<file path="config.mk">
export PLATFORM = sky130hd
export DESIGN_NAME = pipeline_ctrl
export DESIGN_NICKNAME = d
export VERILOG_FILES = /design/src/rtl/pipeline_ctrl_pkg.sv /design/src/rtl/pipeline_ctrl_perf_cnt.sv /design/src/rtl/pipeline_ctrl.sv
export SDC_FILE = /design/constraint.sdc
export NUM_CORES = 1
export LEC_CHECK = 0
export BUFFER_PORTS_ARGS = -buffer_cell sky130_fd_sc_hd__buf_2
export CAP_MARGIN = 10
export CORE_ASPECT_RATIO = 1.2
export CORE_MARGIN = 3
export CORE_UTILIZATION = 30
export DETAILED_ROUTE_END_ITERATION = 12
export GPL_ROUTABILITY_DRIVEN = 0
export PLACE_DENSITY_LB_ADDON = 0.25
export REMOVE_ABC_BUFFERS = 1
export SLEW_MARGIN = 20
export SYNTH_ARGS = -nofsm -noshare
export SYNTH_HDL_FRONTEND = slang
export SYNTH_HIERARCHICAL = 1
export SYNTH_SLANG_ARGS = --single-unit
</file>
<file path="constraint.sdc">
create_clock -name clk -period 2.8 [get_ports clk]
set_clock_uncertainty 0.05 [all_clocks]
set_input_delay 0.7 -clock clk [delete_from_list [all_inputs] [get_ports clk]]
set_output_delay 0.7 -clock clk [all_outputs]
set_load 0.1 [all_outputs]
</file>
<file path="src/rtl/pipeline_ctrl_pkg.sv">
// Shared types and constants for the pipeline hazard/stall controller.
package pipeline_ctrl_pkg;

  localparam int REG_IDX_W = 5;
  localparam logic [31:0] NOP_INSTR = 32'h00000013;

  typedef enum logic [1:0] {
    IDLE     = 2'd0,
    MEM_WAIT = 2'd1,
    ERR      = 2'd2
  } state_t;

  // Wait counter needs at least 8 bits and must be able to hold the timeout value.
  function automatic int wait_cnt_width(input int timeout);
    int w;
    w = $clog2(timeout + 1);
    return (w > 8) ? w : 8;
  endfunction

endpackage

</file>
<file path="src/rtl/pipeline_ctrl_perf_cnt.sv">
// Saturating 32-bit event counter with enable, used for pipeline performance counters.
module pipe_perf_cnt (
  input  logic        clk,
  input  logic        rst,
  input  logic        i_en,
  output logic [31:0] o_count
);

  logic [31:0] r_count;

  always_ff @(posedge clk) begin
    if (rst) begin
      r_count <= 32'd0;
    end else if (i_en && (r_count != 32'hFFFFFFFF)) begin
      r_count <= r_count + 32'd1;
    end
  end

  assign o_count = r_count;

endmodule

</file>
<file path="src/rtl/pipeline_ctrl.sv">
// Pipeline stall/flush controller: memory-wait FSM with timeout, redirect and load-use handling.
// Optional performance counters are enabled by defining PIPELINE_CTRL_PERF_CNT_EN.
module pipeline_ctrl
  import pipeline_ctrl_pkg::*;
#(
  parameter int MEM_TIMEOUT = 255
) (
  input  logic                 clk,
  input  logic                 rst,
  input  logic [REG_IDX_W-1:0] D_rs1,
  input  logic [REG_IDX_W-1:0] D_rs2,
  input  logic                 D_use_rs1,
  input  logic                 D_use_rs2,
  input  logic [REG_IDX_W-1:0] E_rd,
  input  logic                 E_is_load,
  input  logic                 E_redirect,
  input  logic                 M_mem_req,
  input  logic                 dmem_ack,
  output logic                 F_stall,
  output logic                 D_stall,
  output logic                 E_stall,
  output logic                 M_stall,
  output logic                 D_flush,
  output logic                 E_flush,
  output logic                 mem_err,
  output logic [31:0]          stall_cycles,
  output logic [31:0]          flush_events
);

  localparam int CNT_W = wait_cnt_width(MEM_TIMEOUT);
  localparam int LIM = (MEM_TIMEOUT > 0) ? MEM_TIMEOUT - 1 : 0;
  localparam logic [CNT_W-1:0] WAIT_LIM = CNT_W'(LIM);

  state_t           r_state;
  logic [CNT_W-1:0] r_wait_cnt;
  logic             r_mem_err;

  logic w_mem_stall;
  logic w_load_use;

  assign w_mem_stall = ((r_state == IDLE) && M_mem_req && !dmem_ack) ||
                       ((r_state == MEM_WAIT) && !dmem_ack);

  assign w_load_use = E_is_load && (E_rd != '0) &&
                      ((D_use_rs1 && (D_rs1 == E_rd)) || (D_use_rs2 && (D_rs2 == E_rd)));

  // Priority: memory stall, then redirect, then load-use; ERR and reset force everything low.
  always_comb begin
    F_stall = 1'b0;
    D_stall = 1'b0;
    E_stall = 1'b0;
    M_stall = 1'b0;
    D_flush = 1'b0;
    E_flush = 1'b0;
    if (!rst && (r_state != ERR)) begin
      if (w_mem_stall) begin
        F_stall = 1'b1;
        D_stall = 1'b1;
        E_stall = 1'b1;
        M_stall = 1'b1;
      end else if (E_redirect) begin
        D_flush = 1'b1;
        E_flush = 1'b1;
      end else if (w_load_use) begin
        F_stall = 1'b1;
        D_stall = 1'b1;
        E_flush = 1'b1;
      end
    end
  end

  // The wait counter only advances below WAIT_LIM, so it can never wrap.
  always_ff @(posedge clk) begin
    if (rst) begin
      r_state    <= IDLE;
      r_wait_cnt <= '0;
      r_mem_err  <= 1'b0;
    end else begin
      case (r_state)
        IDLE: begin
          r_mem_err <= 1'b0;
          if (M_mem_req && !dmem_ack) begin
            r_state    <= MEM_WAIT;
            r_wait_cnt <= '0;
          end
        end
        MEM_WAIT: begin
          if (dmem_ack) begin
            r_state <= IDLE;
          end else if (r_wait_cnt >= WAIT_LIM) begin
            r_state   <= ERR;
            r_mem_err <= 1'b1;
          end else begin
            r_wait_cnt <= r_wait_cnt + 1'b1;
          end
        end
        ERR: begin
          r_state   <= IDLE;
          r_mem_err <= 1'b0;
        end
        default: begin
          r_state   <= IDLE;
          r_mem_err <= 1'b0;
        end
      endcase
    end
  end

  assign mem_err = r_mem_err;

`ifdef PIPELINE_CTRL_PERF_CNT_EN
  pipe_perf_cnt u_stall_cnt (
    .clk     (clk),
    .rst     (rst),
    .i_en    (F_stall),
    .o_count (stall_cycles)
  );

  pipe_perf_cnt u_flush_cnt (
    .clk     (clk),
    .rst     (rst),
    .i_en    (D_flush | E_flush),
    .o_count (flush_events)
  );
`else
  assign stall_cycles = 32'd0;
  assign flush_events = 32'd0;
`endif

endmodule

</file>
### Word level (Yosys, flattened, before mapping)

Index checks and enable logic that the tools add are counted.

* register bits after elaboration: 11
* bits of input ports: 23
* output and inout bits: 71
* logic and storage cells: 55

* add/subtract/negate cells: 1
* magnitude comparators: 1
* equality and inequality tests: 8
* multiplexer cells: 20
* bitwise logic cells: 2
* reduce and logical (&&, ||, !) cells: 20

Operators by type and width (count)
* $mux 8: 3
* $pmux 8 s2: 1
* $mux 1: 12
* $eq 5x5->1: 2
* $logic_and 1x1->1: 9
* $add 8x1->8 const B: 1
* $ge 8x8->1 const B: 1
* $mux 2: 3
* $ne 2x2->1 const B: 3
* $reduce_bool 5->1: 1
* $pmux 2 s2: 1
* $reduce_and 2->1: 2
* $reduce_and 4->1: 1
* $ne 3x2->1 const B: 1
* $eq 2x1->1 const B: 1
* $logic_not 1->1: 2
* $logic_not 2->1: 1
* $logic_or 1x1->1: 2
* $ne 2x1->1 const B: 1
* $not 1->1: 2
* $reduce_bool 2->1: 1
* $reduce_or 2->1: 1

### Longest topological paths before layout

* word-level depth: 8
* depth in mapped cells: 7
* gate-level depth less buffers: 6

### Worst setup path after synthesis

No wires, ideal clock.

* path kind: input -> output
* start point: in rst
* end point: out F_stall
* arrival: 3.414 ns
* path slack: -1.364 ns
* stages: 4
* buffers on the path: 2
* path through: clkbuf_1 or4_1 o22ai_1 buf_4

* cells in the longest elaborated chain, start to end: 3

RTL lines
* start, declared: RTL line pipeline_ctrl.sv:9 `input logic rst,`
* $logic_not 1->1: RTL line pipeline_ctrl.sv:55 `if (!rst && (r_state != ERR)) begin`
* $logic_and 1x1->1: RTL line pipeline_ctrl.sv:55
* $mux 1
* end, declared: RTL line pipeline_ctrl.sv:19 `output logic F_stall,`

Every way passes these cells.

### Final worst setup path

* start point: in E_rd[1]
* end point: out D_stall

* cells in the longest elaborated chain, start to end: 8
* elaborated cells between the ends (all ways): 12

RTL lines
* start, declared: RTL line pipeline_ctrl.sv:14 `input logic [REG_IDX_W-1:0] E_rd,`
* $eq 5x5->1: RTL line pipeline_ctrl.sv:45 `((D_use_rs1 && (D_rs1 == E_rd)) || (D_use_rs2 && (D_rs2 == E_rd)));`
* $logic_and 1x1->1: RTL line pipeline_ctrl.sv:45
* $logic_or 1x1->1: RTL line pipeline_ctrl.sv:45
* $logic_and 1x1->1 *: RTL line pipeline_ctrl.sv:44 `assign w_load_use = E_is_load && (E_rd != '0) &&`
* $mux 1 *: RTL line pipeline_ctrl.sv:64 `end else if (w_load_use) begin`
* $mux 1 *: RTL line pipeline_ctrl.sv:61 `end else if (E_redirect) begin`
* $mux 1 *: RTL line pipeline_ctrl.sv:56 `if (w_mem_stall) begin`
* $mux 1 *: RTL line pipeline_ctrl.sv:55
* end, declared: RTL line pipeline_ctrl.sv:20 `output logic D_stall,`

Mark *: on every way between the ends. The rest lies on a longest branch, timed or not.

==> flow_summary.toml <==
[clock_tree]
htree_levels = 1
clockBufferDepth = 2
clkTransAtPathRegs_ps = 50
cts_sinks = 11
numCtsBuffers = 3
post_cts_buffers = 0
clk_latency_ps = 240
cts_tree = "done"
clockRootBuffer = "clkbuf_8"

[routing]
via_count = 956
ant_nets = 0
drc = 0
dr_wl_met2_mm = 1.12
drt_iter0_markers = 45
dr.pass1.iters = 6
wl_per_cell_um = 9.44
vias_per_cell = 3.97
topRoutingLayerUsed = "met4"
met1Wirelength_um = 749
dr_wl_met3_um = 389
wl_mm = 2.28

[setup_path]
critPathRequiredTime_ps = 2050
end_kind = "output pin"
crit_start = "E_rd[1]"
worstSetupPathType = "in2out"
reg2reg_from = "r_wait_cnt[0]"
cp.arrival_ps = 1950
cp_max_fo = 3
critPathLaunchType = "input pin"
ff2ff_setup_slack_ps = 990

[die]
die_x_um = 65.0
coreArea_mm2 = 0.00397
ioPinCount = 94
fp.dieArea_mm2 = 0.00499
num_rows = 25
start_util_pct = 31.5
dieHeight_um = 76.8

[placement]
hpwl_mm = 1.92
port_buffers = 29
postPlaceCellArea_mm2 = 0.00130

[flow_run]
maxCapViolations = 0

[outcome]
status = "complete, no violations"

[synthesis]
yosys.area_share.simple_pct = 20.0
yosysWarnings = 6
synth_top_family_by_area = "buffers and inverters"
ys_seq_elements = 11
synth-xor-area-share_pct = 6.99
ys.flop_type = "dfxtp_1"
avgSynthCellArea_um2 = 8.03
synth_compound_area_share_pct = 10.6
synth_mux_area_share_pct = 0
synth-seq-area-share_pct = 17.6
synthCells = 156
synth.most_common_cell = "buf_4"
synth.top_cells.by_count = "67 x buf_4, 11 x dfxtp_1, 8 x xor2_1"
yosysUniqueCellTypes = 40
synth_fa_ha_area_share_pct = 2.00
async_flop_share_pct = 0
syn-cell-area_mm2 = 0.00125
yosysTopAreaCell = "buf_4"
synth_edf_count = 0
synthTopCellsByArea = "buf_4 40%, dfxtp_1 18%, xor2_1 5.6%, or4_1 4.2%, a21oi_1 2.0%"
yosysTopAreaCellShare_pct = 40.2

[pwr]
power_frac_clock_pct = 20.1
vdd_drop_max_uv = 255
p_switching_uw = 502
switching_share_pct = 62.3
seqPwrFrac_pct = 19.8
pwr-share-comb_pct = 60.2
leakage_nw = 0.640
power_density_mw_per_mm2 = 587
power.internal_uw = 304

[sta]
fmax_ghz = 0.371
finalHoldViolCount = 0
fin_crit_ps = 2700
finalSetupViolations = 0
fin_crit_sh_pct = 96.3
rsz0062_at_grt = "false"
maxSlewHeadroom_pct = 58.0
worst_pin_slew_ps = 625
drv_slew = 0

[global_routing]
globalRouteTotalUtil_pct = 8.77
grt_max_degree = 14
overflow = 0
grt_pass1_vias = 834
antenna_found_initial = 0
grt_pass1_wl_mm = 3.51

[hold_path]
worst_hold_startpoint = "mem_err"
hold_class = "reg2reg"

[final_layout]
fin_util_pct = 34.6
multi_input_area_um2 = 759
final_nets = 213
syn2layout_area_growth_pct = 9.59
seq_area_um2 = 220
nFillCells = 449
stdcell_area_mm2 = 0.00137
drive_above_1_share_pct = 25.1
antennaDiodeCount = 0
## power by group through the flow
stage	sequential (mW)	combinational [mW]	clock (mW)
2_1_floorplan	0.162	0.429	0
3_3_place_gp	0.162	0.480	0
3_5_place_dp	0.162	0.480	0
4_1_cts	0.159	0.481	0.167
5_1_grt	0.159	0.496	0.174
6_report	0.159	0.485	0.162
## metrics by stage
step	std cells	total power, mW	hold WS (ps)	setup TNS (ps)	setup slack [ps]
5_1_grt	241	0.830	428	0	26.6
3_3_place_gp	237	0.642	386	-124	-62.1
4_1_cts	241	0.808	398	0	35.5
3_5_place_dp	237	0.642	390	-57.7	-28.9
2_1_floorplan	150	0.591	387	-8800	-2110
6_report	241	0.806	392	0	105
## state kept, by name, summed over array words and instances (netlist names)
signal	flops
mem_err	1
r_wait_cnt	8
r_state	2
## critical path: stages
cell	delay [ps]
buf_2	120
or4_1	520
o21ai_1	170
or4_1	140
o22ai_2	100
buf_12	200
## cell type report
class	count	area share, %
inverter	4	1.09
tap	54	4.92
clock buffer	4	3.28
timing repair buffer	33	19.3
multi-input combinational	135	55.3
sequential	11	16.0
## routing by layer
metal	track usage, %	vias up
met4	1.27	0
met5	0	-
met1	9.20	416
li1	-	462
met3	4.98	2
met2	15.4	76
## cell families after synthesis
family,count (synthesis)
buf+inv,73
simple gates,38
compound gates,21
flops,11
xor+xnor,10
fa+ha+maj,2
other cells,1
## final timing paths
check                                      to  cells after the start
worst max-delay path                  D_stall                      6
worst min-delay path                  mem_err                      2
worst max register to register  r_wait_cnt[0]                      7
worst min register to register        mem_err                      2
## cells in the final DEF, fill, tap and decap left out, drive strengths merged
cell	netlist	routed
o311ai	1	1
dfxtp	11	11
o22ai	1	1
ha	2	2
inv	4	4
clkbuf	1	4
nor4	4	4
and2b	2	2
o211ai	1	1
or4	7	7
o41ai	1	1
nor2	6	6
nor4b	1	1
nand3	1	1
or2	2	2
o31ai	3	3
a21oi	5	5
a32oi	1	1
o21a	1	1
nand4	2	2
and3	1	1
or3b	1	1
or2b	1	1
or3	2	2
o21ai	6	6
xnor2	2	2
and2	2	2
nand2b	1	1
nor3	1	1
buf	68	33
nand2	3	3
o21bai	1	1
nand3b	1	1
conb	1	64
xor2	8	8
## timing repair
item	in CTS	in global routing
gates resized for setup	2	3
cloned	0	0
hold buffers	0	0
pin swaps	0	2
setup endpoints to repair	3	3
No activity file was read; power rests on OpenSTA's default activity.
